[src/rtl/defuzz9_seq_if.sv]
// defuzz9_seq_if: request, rule weights and crisp result bundle for defuzz9_seq
interface defuzz9_seq_if;
    logic start;
    logic [15:0] w00, w01, w02, w10, w11, w12, w20, w21, w22;
    logic busy, valid, zero_w;
    logic signed [15:0] y;
    modport master (output start, w00, w01, w02, w10, w11, w12, w20, w21, w22, input busy, valid, y, zero_w);
    modport slave (input start, w00, w01, w02, w10, w11, w12, w20, w21, w22, output busy, valid, y, zero_w);
endinterface

[src/rtl/defuzz9_seq.sv]
// defuzz9_seq: sequential singleton defuzzifier, y = sum(w*C)/sum(w) over a 3x3 rule grid
module defuzz9_seq #(
    parameter logic [143:0] COEF = {16'h8000, 16'hA000, 16'hC000, 16'hE000, 16'h0000,
                                    16'h2000, 16'h4000, 16'h6000, 16'h7FFF},
    parameter logic signed [15:0] DEFAULT_Y = 16'sd0
) (
    input logic clk,
    input logic rst_n,
    defuzz9_seq_if.slave bus
);
    typedef enum logic [1:0] {IDLE, ACC, DIV, DONE} state_t;
    state_t state;
    logic [15:0] ws [9];
    logic [3:0] cnt, idx;
    logic signed [36:0] num;
    logic [19:0] den;
    logic [35:0] rem, dv;
    logic [15:0] q, qn;
    logic neg, ge;
    logic signed [15:0] c_sel;
    logic signed [32:0] prod;
    always_comb begin
        idx = (cnt < 4'd9) ? cnt : 4'd0;
        c_sel = $signed(COEF[16*idx +: 16]);
        prod = $signed({1'b0, ws[idx]}) * c_sel;
        ge = rem >= dv;
        qn = {q[14:0], ge};
    end
    // ACC spends a tenth cycle (cnt == 9) deciding on den once the last rule has landed
    always_ff @(posedge clk) begin
        if (!rst_n) begin
            state <= IDLE;
            for (int k = 0; k < 9; k++) ws[k] <= '0;
            cnt <= '0;
            num <= '0;
            den <= '0;
            rem <= '0;
            dv <= '0;
            q <= '0;
            neg <= 1'b0;
            bus.busy <= 1'b0;
            bus.valid <= 1'b0;
            bus.y <= '0;
            bus.zero_w <= 1'b0;
        end else begin
            case (state)
                IDLE: if (bus.start) begin
                    ws[0] <= bus.w00;
                    ws[1] <= bus.w01;
                    ws[2] <= bus.w02;
                    ws[3] <= bus.w10;
                    ws[4] <= bus.w11;
                    ws[5] <= bus.w12;
                    ws[6] <= bus.w20;
                    ws[7] <= bus.w21;
                    ws[8] <= bus.w22;
                    num <= '0;
                    den <= '0;
                    cnt <= '0;
                    q <= '0;
                    bus.busy <= 1'b1;
                    state <= ACC;
                end
                ACC: if (cnt < 4'd9) begin
                    num <= num + 37'(prod);
                    den <= den + 20'(ws[idx]);
                    cnt <= cnt + 4'd1;
                end else if (den != '0) begin
                    neg <= num[36];
                    rem <= num[36] ? 36'(-num) : 36'(num);
                    dv <= 36'({den, 15'd0});
                    cnt <= '0;
                    state <= DIV;
                end else begin
                    bus.y <= DEFAULT_Y;
                    bus.zero_w <= 1'b1;
                    bus.valid <= 1'b1;
                    state <= DONE;
                end
                DIV: begin
                    if (ge) rem <= rem - dv;
                    dv <= dv >> 1;
                    q <= qn;
                    cnt <= cnt + 4'd1;
                    if (cnt == 4'd15) begin
                        bus.y <= neg ? 16'(-qn) : qn;
                        bus.zero_w <= 1'b0;
                        bus.valid <= 1'b1;
                        state <= DONE;
                    end
                end
                default: begin
                    bus.valid <= 1'b0;
                    bus.busy <= 1'b0;
                    state <= IDLE;
                end
            endcase
        end
    end
endmodule
[src/flat_wrapper.sv]
// flat-port wrapper written by rule: the top's interface ports become plain ports
module defuzz9_seq_flat 
#(
    parameter logic [143:0] COEF = {16'h8000, 16'hA000, 16'hC000, 16'hE000, 16'h0000,
                                    16'h2000, 16'h4000, 16'h6000, 16'h7FFF},
    parameter logic signed [15:0] DEFAULT_Y = 16'sd0
)
  (clk, rst_n, bus_start, bus_w00, bus_w01, bus_w02, bus_w10, bus_w11, bus_w12, bus_w20, bus_w21, bus_w22, bus_busy, bus_valid, bus_y, bus_zero_w);
  defuzz9_seq_if bus_i ();
  input logic clk;
  input logic rst_n;
  input wire logic [$bits(bus_i.start)-1:0] bus_start;
  input wire logic [$bits(bus_i.w00)-1:0] bus_w00;
  input wire logic [$bits(bus_i.w01)-1:0] bus_w01;
  input wire logic [$bits(bus_i.w02)-1:0] bus_w02;
  input wire logic [$bits(bus_i.w10)-1:0] bus_w10;
  input wire logic [$bits(bus_i.w11)-1:0] bus_w11;
  input wire logic [$bits(bus_i.w12)-1:0] bus_w12;
  input wire logic [$bits(bus_i.w20)-1:0] bus_w20;
  input wire logic [$bits(bus_i.w21)-1:0] bus_w21;
  input wire logic [$bits(bus_i.w22)-1:0] bus_w22;
  output wire logic [$bits(bus_i.busy)-1:0] bus_busy;
  output wire logic [$bits(bus_i.valid)-1:0] bus_valid;
  output wire logic [$bits(bus_i.y)-1:0] bus_y;
  output wire logic [$bits(bus_i.zero_w)-1:0] bus_zero_w;
  assign bus_i.start = bus_start;
  assign bus_i.w00 = bus_w00;
  assign bus_i.w01 = bus_w01;
  assign bus_i.w02 = bus_w02;
  assign bus_i.w10 = bus_w10;
  assign bus_i.w11 = bus_w11;
  assign bus_i.w12 = bus_w12;
  assign bus_i.w20 = bus_w20;
  assign bus_i.w21 = bus_w21;
  assign bus_i.w22 = bus_w22;
  assign bus_busy = bus_i.busy;
  assign bus_valid = bus_i.valid;
  assign bus_y = bus_i.y;
  assign bus_zero_w = bus_i.zero_w;
  defuzz9_seq #(.COEF(COEF), .DEFAULT_Y(DEFAULT_Y)) u_core (.clk(clk), .rst_n(rst_n), .bus(bus_i));
endmodule
[config.mk]
export PLATFORM = sky130hd
export DESIGN_NAME = defuzz9_seq_flat
export DESIGN_NICKNAME = d
export VERILOG_FILES = /design/src/rtl/defuzz9_seq_if.sv /design/src/rtl/defuzz9_seq.sv /design/src/flat_wrapper.sv
export SDC_FILE = /design/constraint.sdc
export NUM_CORES = 1
export LEC_CHECK = 0
export ABC_AREA = 0
export CAP_MARGIN = 0
export CORE_ASPECT_RATIO = 0.9
export CORE_MARGIN = 5
export CORE_UTILIZATION = 50
export CTS_BUF_LIST = sky130_fd_sc_hd__clkbuf_8 sky130_fd_sc_hd__clkbuf_16
export DETAILED_ROUTE_END_ITERATION = 6
export GPL_ROUTABILITY_DRIVEN = 1
export PLACE_DENSITY = 0.69
export RECOVER_POWER = 50
export SLEW_MARGIN = 5
export SYNTH_ARGS = -nofsm -noshare
export SYNTH_HDL_FRONTEND = slang
export SYNTH_SLANG_ARGS = --single-unit
[constraint.sdc]
create_clock -name clk -period 26.4 [get_ports clk]
set_clock_uncertainty 0.2 [all_clocks]
set_input_delay 3.96 -clock clk [delete_from_list [all_inputs] [get_ports clk]]
set_output_delay 3.96 -clock clk [all_outputs]
set_load 0.1 [all_outputs]
==> results of run 1 <==
## stage by stage
| stage | instances | hold slack, ns | util (%) |
|---|---|---|---|
| finish | 3475 | 0.258 | 57.2 |
| global route | 3475 | 0.278 | 57.2 |
| global placement | 3409 | 0.243 | 54.8 |
| floorplan | 2721 | 0.232 | - |
| detailed placement | 3409 | 0.250 | 54.8 |
| CTS | 3475 | 0.259 | 57.2 |
## logic make-up (layout without fill, tap and decap cells)
group           Yosys count  after routing  share of synthesized area (%)
flops                   313            313                           31.2
xor+xnor                124            124                           4.39
compound gates          598            598                           15.3
simple gates            763            763                           14.9
buf+inv                 502            624                           7.66
mux                      49             49                           2.02
fa+ha+maj               372            372                           24.5
## routing by layer
metal,vias to the layer above,global-route usage (%)
met1,9300,33.4
met3,111,4.42
met5,-,0
li1,9342,-
met4,0,7.12
met2,585,40.6
## registers in the layout (all words and copies together) (netlist names)
name               flops
u_core.q              15
u_core.cnt             4
u_core.rem            36
u_core.bus.y          16
u_core.den            20
u_core.bus.busy        1
u_core.bus.valid       1
u_core.state           2
u_core.num            37
u_core.neg             1
u_core.bus.zero_w      1
u_core.dv             35
u_core.ws            144
## layout by cell type, fill, tap and decap left out, types with 47 or more instances in the layout
cell | netlist | layout
inv_1 | 376 | 382
nand2_1 | 246 | 246
a21o_1 | 52 | 52
xnor2_1 | 68 | 68
and2_1 | 162 | 124
nand3_1 | 57 | 57
dfxtp_1 | 169 | 169
a21oi_1 | 164 | 163
o21ai_0 | 141 | 140
xor2_1 | 56 | 56
nor2_1 | 163 | 159
clkdlybuf4s50_1 | 0 | 164
fa_1 | 188 | 188
edfxtp_1 | 144 | 144
ha_1 | 184 | 183
a211oi_1 | 47 | 47
## cells in the mapped netlist, drive strengths merged (18+ instances only)
library cell and instances:
xnor2 68, nor3 27, nor2b 19, nand2 246, a21oi 165, nor2 163
dfxtp 169, ha 184, xor2 56, fa 188, edfxtp 144, nand3 57
and2 162, o21ai 145, clkbuf 112, mux2i 42, inv 377, a21o 52
a22oi 22, a31oi 23, o211ai 18, nand2b 19, a211oi 47
## area by class of cell
type	instances	area (um2)	area share (%)
clock buffers	46	1070	3.82
clock inverters	20	149	0.531
well taps	632	791	2.82
flip-flops and latches	313	7710	27.5
multi-input cells	1906	15200	54.0
inverters	377	1420	5.04
repair buffers	181	1760	6.26
## worst max-delay path by stage
| stage | slack [ns] | to |
|---|---|---|
| 6_report | 16.53 | u_core.num[36] |
| 5_1_grt | 15.98 | u_core.num[36] |
| 4_1_cts | 16.59 | u_core.num[36] |
| 3_5_place_dp | 16.62 | u_core.num[36] |
| 3_3_place_gp | 16.68 | u_core.num[36] |
| 2_1_floorplan | 17.86 | u_core.num[36] |
## worst max-delay path, delay by kind of cell, from the launching register on
family,cells,cell delay (ns)
adder cells (fa/ha/maj),7,3.53
AND/OR/NAND/NOR,5,1.71
buffers and inverters,6,0.95
AO/OA/AOI/OAI,10,2.75
multiplexers,1,0.21
flip-flops,1,0.34
==> results.tsv, run 1 <==
stage	metric	value	unit
cells_and_area	final_cell_area	28100	um2
timing	fin_tns_setup	0	ns
detailed_routing	drc	0	
logic_synthesis	async_flop_share	0	%
place	gp_congestion	0.921	
place	portBuffers	165	
logic_synthesis	synth_cell_types	72	
floorplanning	fp-row-count	77	
place	dpl-instance-area	26900	um2
worst_setup_path	required	26.62	ns
worst_setup_path	endpoint_kind	flop	
timing	worst_pin_slew	4.22	ns
logic_synthesis	synth_edf_count	144	
detailed_routing	detail-route-antenna-nets	0	
outcome	outcome	finished, violations left	
min_path	hold_class	flop to flop	
logic_synthesis	yosys_warnings	0	
timing	slew_viol_final	302	
grt	grt_max_degree	145	
detailed_routing	wl_met3	3.96	mm
clock_network	cts_sinks	313	
timing	post-route-min-period	9.87	ns
worst_setup_path	r2r-start	u_core.cnt[0]	
floorplanning	core_area	49000	um2
clock_network	cts_root_buffer	clkbuf_16	
logic_synthesis	synth_seq_cells	313	
place	hpwl	53.1	mm
clock_network	cts_buffers	37	
outcome	violations	capacitance limit, slew limit	
clock_network	postCtsHoldBufs	0	
detailed_routing	wire_per_inst	19.3	um
detailed_routing	vias	19300	
worst_setup_path	cp-startpoint	u_core.cnt[0]	
clock_network	clk_latency	0.57	ns
timing	final.setup.worst_slack	16.53	ns
job	maxCapViolCount	4	
clock_network	cts_max_level	2	
detailed_routing	dr.pass1.iters	5	
timing	final-setup-viol-count	0	
detailed_routing	wl_met2	31.4	mm
floorplanning	fp.dieW	244	um
logic_synthesis	syn_nets	3240	
worst_setup_path	critical_path_class	flop to flop	
floorplanning	io-pin-count	166	
logic_synthesis	synth_cells	2721	
floorplanning	start_util	50.4	%
floorplanning	fp.dieH	221	um
logic_synthesis	netlist_area	24700	um2
timing	rsz0062_at_grt	false	
timing	hold_violations	0	
clock_network	clkSlewWorstSetupHoldPaths	0.06	ns
cells_and_area	drive_gt1_share	3.62	%
detailed_routing	dr.max_layer_used	met4	
grt	grt_pass1_vias	19900	
logic_synthesis	synth_area_leaders	edfxtp_1, fa_1, dfxtp_1	
worst_setup_path	max_stage_delay	0.81	ns
logic_synthesis	synth_ff_type	dfxtp_1	
logic_synthesis	synth_top_area_share	17.5	%
grt	antenna_found_initial	0	
floorplanning	die-area	54000	um2
worst_setup_path	cp-start-kind	flop	
clock_network	post-cts-setup-buffers	0	
min_path	min_from	u_core.bus.y[7]	
clock_network	tritoncts	built	
worst_setup_path	crit_fanout	35	
worst_setup_path	worst_path_max_delay_cell	nor2_4	
timing	period_share	37.4	%
place	pre_cts_ws	16.62	ns
detailed_routing	met1_length	29.7	mm
grt	grt_pass1_wl	107	mm
logic_synthesis	ys_seq_area_share	31.2	%
detailed_routing	drtIter0Drc	1325	
cells_and_area	area_delta_synth_final	13.5	%
worst_setup_path	worstRegToRegCells	29	
grt	grt_remaining_overflow	0	
timing	max_clock_freq	101	MHz
cells_and_area	fill_cells	4318	
min_path	min_path_cells	2	
worst_setup_path	r2r_setup_slack	16.53	ns
logic_synthesis	synth_top_area_cell	edfxtp_1	
clock_network	cts-resized-gates	0	
cells_and_area	antenna_cells	0	
min_path	min_to	u_core.bus.y[7]	
detailed_routing	avgViaCountPerCell	5.56	
timing	slew_headroom	-181	%
clock_network	clockBufferDepth	3	
detailed_routing	routed_wl	67.0	mm
worst_setup_path	timing.rr.end	u_core.num[36]	
worst_setup_path	cp.arrival	10.10	ns
grt	grt_usage	24.6	%
cells_and_area	final_nets	3335	
logic_synthesis	syn_area_per_cell	9.09	um2
Power of run 1 is left out: the tool's default activity adds up to more than one toggle a clock period on the data nets, which glitch-free logic cannot reach.
==> run 2: changes to the inputs <==
--- a/config.mk
+++ b/config.mk
@@ -13,7 +13,7 @@
 export CTS_BUF_LIST = sky130_fd_sc_hd__clkbuf_8 sky130_fd_sc_hd__clkbuf_16
 export DETAILED_ROUTE_END_ITERATION = 6
 export GPL_ROUTABILITY_DRIVEN = 1
-export PLACE_DENSITY = 0.69
+export PLACE_DENSITY = 0.72
 export RECOVER_POWER = 50
 export SLEW_MARGIN = 5
 export SYNTH_ARGS = -nofsm -noshare
==> constraint.sdc (replaced) <==
create_clock -name clk -period 8.6 [get_ports clk]
set_clock_uncertainty 0.2 [all_clocks]
set_input_delay 1.29 -clock clk [delete_from_list [all_inputs] [get_ports clk]]
set_output_delay 1.29 -clock clk [all_outputs]
set_load 0.1 [all_outputs]
==> run 2 against run 1 <==
  * The flow still finishes with violations (capacitance limit, slew limit)
  * Critical path depth up 1
  * Maximum frequency up 21%
  * Global-route usage down 0.27 points
  * Via count grew 1.7%
  * Final area is 2.2% higher
  * First-iteration DRC count increased by 9.5%
  * Flip-flop and latch count unchanged
  * Count of clock-buffer cells in the layout is 6 lower
  * Non-clock buffer count up 56
  * Largest cell class unchanged
==> results.tsv, run 2 (synthesized netlist as in run 1, its figures left out) <==
stage	metric	value	unit
cells_and_area	instances_no_fill	3532	
place	gp_congestion	0.916	
timing	slew_headroom	-80.1	%
detailed_routing	drtIter0Drc	1451	
floorplanning	fp-row-count	77	
worst_setup_path	endpoint_kind	flop	
grt	grt_pass1_vias	20000	
timing	final-setup-viol-count	0	
clock_network	clkSlewWorstSetupHoldPaths	0.06	ns
floorplanning	fp.dieH	221	um
timing	max_clock_freq	122	MHz
clock_network	tritoncts	built	
place	pre_cts_ws	-0.304	ns
cells_and_area	final_nets	3391	
worst_setup_path	path_buf_inv	6	
detailed_routing	drc	0	
worst_setup_path	cp-start-kind	flop	
cells_and_area	area_delta_synth_final	15.9	%
worst_setup_path	critical_path_class	flop to flop	
detailed_routing	detail-route-antenna-nets	0	
cells_and_area	largest_registers	u_core.ws (144), u_core.num (37), u_core.rem (36)	
clock_network	cts_sinks	313	
grt	grt_remaining_overflow	0	
detailed_routing	dr.pass1.iters	6	
worst_setup_path	crit_top_cell	fa_1	
floorplanning	io-pin-count	166	
floorplanning	core_area	49000	um2
cells_and_area	fill_cells	4282	
place	dp_cells	3461	
timing	period_share	95.2	%
worst_setup_path	worst_path_max_delay_cell	fa_1	
outcome	outcome	finished, violations left	
cells_and_area	final_cell_mix	inv_1, nand2_1, fa_1, ha_1, dfxtp_1	
detailed_routing	vias	19700	
worst_setup_path	crit_fanout	14	
detailed_routing	wire_per_inst	18.8	um
timing	slew_viol_final	372	
worst_setup_path	cp.arrival	8.40	ns
cells_and_area	antenna_cells	0	
floorplanning	start_util	50.4	%
floorplanning	fp.dieW	244	um
grt	antenna_found_initial	0	
outcome	violations	capacitance limit, slew limit	
worst_setup_path	crit_family	adder cells	
clock_network	cts_max_level	2	
cells_and_area	drive_gt1_share	6.52	%
timing	final.setup.worst_slack	0.417	ns
clock_network	clockBufferDepth	3	
min_path	hold_class	flop to flop	
detailed_routing	routed_wl	66.4	mm
place	hpwl	52.9	mm
worst_setup_path	required	8.82	ns
floorplanning	die-area	54000	um2
clock_network	cts_buffers	37	
worst_setup_path	max_stage_delay	0.56	ns
timing	worst_pin_slew	2.70	ns
timing	post-route-min-period	8.18	ns
grt	grt_pass1_wl	107	mm
clock_network	cts_root_buffer	clkbuf_16	
cells_and_area	top_register	u_core.ws	
detailed_routing	avgViaCountPerCell	5.57	
place	portBuffers	165	
timing	hold_violations	0	
cells_and_area	layout_commonest_cell	inv_1	
job	maxCapViolCount	7	
grt	grt_usage	24.3	%
grt	grt_max_degree	91	
cells_and_area	largest_reg_flops	144	
clock_network	clk_latency	0.57	ns
==> run 2: cell count changes in the layout (fill, tap and decap cells not counted), sizes merged <==
| cell | delta |
|---|---|
| buf | +53 |
| bufinv | +3 |
| clkbuf | -3 |
| clkinvlp | +3 |
| inv | +1 |
==> run 2: layer usage <==
metal	vias to the layer above	part of all wire [%]	track usage [%]
met4	0	2.7	6.37
met3	104	4.9	3.31
met5	-	0	0
li1	9480	-	-
met2	502	48	40.7
met1	9572	45	33.5
==> run 2: final cells by class <==
type | instances | area (um2) | area share (%)
clock inverters | 27 | 263 | 0.917
flip-flops and latches | 313 | 7710 | 26.9
repair buffers | 237 | 2200 | 7.67
well taps | 632 | 791 | 2.76
clock buffers | 40 | 978 | 3.41
multi-input cells | 1906 | 15300 | 53.4
inverters | 377 | 1420 | 4.94
==> run 2: worst min-delay path, stage by stage (launching register included) <==
cell and delay (ns):
dfxtp_1 0.31, nand2_1 0.05, a21oi_1 0.05
==> run 2: metrics by stage <==
step / TNS [ns] / cell area (um2) / hold WS (ns) / utilization [%]
2_1_floorplan: 0 / 24700 / 0.232 / -
3_3_place_gp: -0.0593 / 27300 / 0.243 / 55.6
3_5_place_dp: -0.323 / 27300 / 0.250 / 55.6
4_1_cts: 0 / 28500 / 0.258 / 58.2
5_1_grt: -0.0141 / 28700 / 0.281 / 58.4
6_report: 0 / 28700 / 0.261 / 58.4
==> run 2: path summary, 6_finish.rpt <==
| kind | start | end | slack [ns] | depth (start not counted) |
|---|---|---|---|---|
| worst max-delay path | u_core.cnt[0] | u_core.num[36] | 0.42 | 30 |
| worst min-delay path | u_core.rem[0] | u_core.rem[0] | 0.26 | 2 |
| worst max register to register | u_core.cnt[0] | u_core.num[36] | 0.42 | 30 |
| worst min register to register | u_core.rem[0] | u_core.rem[0] | 0.26 | 2 |
==> run 2: timing repair <==
action	CTS	global route
hold buffers	0	0
pin swaps	0	5
buffers inserted	0	4
resized for setup	9	40
endpoints found under the setup margin	2	4
Power of run 2 is left out for the same reason.
==> run 3: changes to the inputs <==
--- a/config.mk
+++ b/config.mk
@@ -5,7 +5,7 @@
 export SDC_FILE = /design/constraint.sdc
 export NUM_CORES = 1
 export LEC_CHECK = 0
-export ABC_AREA = 0
+export ABC_AREA = 1
 export CAP_MARGIN = 0
 export CORE_ASPECT_RATIO = 0.9
 export CORE_MARGIN = 5
==> run 3 against run 2 <==
  * The flow still finishes with violations (capacitance limit, slew limit)
  * Register-to-register slack gained 0.11 ns
  * Count of clock-buffer cells in the layout shrank 1
  * Worst setup slack gained 0.11 ns
  * Synthesized area grew 4.3%
  * Non-clock buffer count shrank 54
  * Flip-flop and latch count is the same
  * Via count grew 15%
  * Highest routed layer is now met5
==> results.tsv, run 3 <==
stage	metric	value	unit
clock_network	cts_root_buffer	clkbuf_16	
worst_setup_path	crit_fanout	30	
min_path	min_from	u_core.bus.y[11]	
logic_synthesis	synth_area_leaders	edfxtp_1, fa_1, dfxtp_1	
cells_and_area	fill_cells	4831	
cells_and_area	utilization	57.0	%
cells_and_area	final_nets	3999	
cells_and_area	final_cell_mix	inv_1, nand2_1, nor2_1, a21oi_1, fa_1	
outcome	outcome	finished, violations left	
detailed_routing	dr.max_layer_used	met5	
floorplanning	fp.dieW	249	um
outcome	violations	capacitance limit, slew limit	
timing	fin_tns_setup	0	ns
cells_and_area	antenna_cells	0	
clock_network	clockBufferDepth	3	
timing	slew_viol_final	298	
floorplanning	core_area	51400	um2
cells_and_area	area_delta_synth_final	13.6	%
detailed_routing	met1_length	32.2	mm
timing	worst_pin_slew	3.12	ns
cells_and_area	largest_reg_flops	144	
clock_network	clk_latency	0.57	ns
worst_setup_path	endpoint_kind	flop	
cells_and_area	instances_no_fill	4194	
detailed_routing	routed_wl	73.2	mm
worst_setup_path	critical_path_class	flop to flop	
floorplanning	die-area	56200	um2
job	maxCapViolCount	5	
detailed_routing	wl_met2	32.8	mm
grt	grt_pass1_vias	21500	
min_path	hold_class	flop to flop	
worst_setup_path	timing.rr.end	u_core.num[24]	
floorplanning	fp.dieH	226	um
worst_setup_path	worst_path_max_delay_cell	fa_1	
logic_synthesis	synth_seq_cells	313	
logic_synthesis	netlist_top_cells_count	inv_1, nand2_1, nor2_1	
grt	grt_usage	25.6	%
detailed_routing	wire_per_inst	17.5	um
place	portBuffers	165	
logic_synthesis	ys_seq_area_share	29.9	%
clock_network	cts_sinks	313	
worst_setup_path	r2r_setup_slack	0.53	ns
timing	post-route-min-period	8.07	ns
timing	period_share	93.8	%
logic_synthesis	syn_nets	3877	
clock_network	clkSlewWorstSetupHoldPaths	0.06	ns
logic_synthesis	syn_area_per_cell	7.68	um2
worst_setup_path	path_buf_inv	7	
min_path	min_to	u_core.bus.y[11]	
logic_synthesis	netlist_area	25800	um2
floorplanning	fp-row-count	79	
grt	grt_pass1_wl	115	mm
logic_synthesis	async_flop_share	0	%
cells_and_area	drive_gt1_share	4.28	%
worst_setup_path	max_stage_delay	0.57	ns
detailed_routing	dr.pass1.iters	6	
detailed_routing	avgViaCountPerCell	5.38	
logic_synthesis	synth_top_area_share	16.8	%
cells_and_area	largest_registers	u_core.ws (144), u_core.num (37), u_core.rem (36)	
worst_setup_path	crit_top_cell	fa_1	
worst_setup_path	cp-start-kind	flop	
logic_synthesis	yosysMostFrequentCell	inv_1	
logic_synthesis	synth_cells	3358	
detailed_routing	detail-route-antenna-nets	0	
cells_and_area	layout_commonest_cell	inv_1	
floorplanning	start_util	50.2	%
worst_setup_path	worstRegToRegCells	30	
worst_setup_path	cp.arrival	8.29	ns
timing	max_clock_freq	124	MHz
floorplanning	io-pin-count	166	
grt	grt_remaining_overflow	0	
clock_network	postCtsHoldBufs	0	
clock_network	cts_buffers	37	
clock_network	post-cts-setup-buffers	0	
detailed_routing	wl_met3	5.94	mm
worst_setup_path	required	8.82	ns
clock_network	cts_max_level	2	
min_path	min_path_cells	2	
detailed_routing	drtIter0Drc	2068	
place	hpwl	58.2	mm
worst_setup_path	crit_family	adder cells	
logic_synthesis	synth_cell_types	58	
cells_and_area	top_register	u_core.ws	
timing	final-setup-viol-count	0	
clock_network	tritoncts	built	
place	dp_cells	4129	
logic_synthesis	yosys_warnings	0	
logic_synthesis	synth_ff_type	dfxtp_1	
timing	slew_headroom	-108	%
grt	grt_max_degree	74	
logic_synthesis	synth_top_area_cell	edfxtp_1	
logic_synthesis	synth_edf_count	144	
timing	hold_violations	0	
grt	antenna_found_initial	2	
detailed_routing	drc	0	
place	gp_congestion	0.966	
worst_setup_path	r2r-start	u_core.cnt[3]	
detailed_routing	vias	22600	
## run 3: changes by cell type in the layout (fill, tap and decap cells not counted), sizes merged, moves of 41 or more
cell	before	now
xor2	56	15
mux2i	42	1
a21oi	165	271
nand2	246	548
and2	162	5
o21ai	145	222
inv	385	683
nand3	57	138
buf	65	14
nor2	163	431
xnor2	68	10
## run 3: timing repair
action | in CTS | in global routing
endpoints found under the setup margin | 0 | 15
endpoints found under the hold margin | 0 | 0
gates resized for setup | 0 | 7
## run 3: final cells by class
| class | instances | area [um2] | share of cell area, % |
|---|---|---|---|
| clock buffers | 39 | 965 | 3.29 |
| clock inverters | 26 | 355 | 1.21 |
| inverters | 681 | 2560 | 8.74 |
| multi-input cells | 2264 | 15100 | 51.5 |
| flip-flops and latches | 313 | 7710 | 26.3 |
| well taps | 688 | 861 | 2.94 |
| repair buffers | 183 | 1770 | 6.02 |
## run 3: worst max-delay path by stage
stage	start	to	slack, ns	cells past startpoint
final	u_core.cnt[3]	u_core.num[24]	0.53	30
after CTS	u_core.cnt[3]	u_core.num[35]	0.44	32
after global placement	u_core.cnt[3]	u_core.num[35]	0.57	32
after floorplan	u_core.cnt[0]	u_core.num[35]	1.58	34
after detailed placement	u_core.cnt[3]	u_core.num[35]	0.46	32
after global routing	u_core.cnt[3]	u_core.num[24]	-0.002	30
## run 3: cells by family after synthesis
| family | Yosys count | synth area share, % |
|---|---|---|
| adder cells (fa/ha/maj) | 372 | 23.5 |
| buffers and inverters | 781 | 11.7 |
| flip-flops | 313 | 29.9 |
| XOR/XNOR | 25 | 0.849 |
| multiplexers | 1 | 0.0388 |
| AO/OA/AOI/OAI | 660 | 14.5 |
| AND/OR/NAND/NOR | 1206 | 19.5 |
## run 3: layer usage
layer | vias up | GRT usage (%)
li1 | 11000 | -
met1 | 10500 | 35.7
met2 | 881 | 41.1
met3 | 129 | 4.64
met4 | 6 | 7.56
met5 | - | 1.43
## run 3: stage by stage
stage	cell area (um2)	hold slack, ns	setup slack [ns]
floorplan	25800	0.240	1.58
global placement	28000	0.254	0.566
detailed placement	28000	0.255	0.461
CTS	29300	0.263	0.437
global route	29300	0.286	-0.00229
finish	29300	0.262	0.531
## run 3: worst register-to-register path: cells and delay by family (launching register included)
kind | cells | cell delay, ns
adder cells (fa/ha/maj) | 7 | 3.31
AO/OA/AOI/OAI | 7 | 1.09
AND/OR/NAND/NOR | 9 | 1.75
flip-flops | 1 | 0.49
buffers and inverters | 7 | 1.07
Power of run 3 is left out for the same reason.
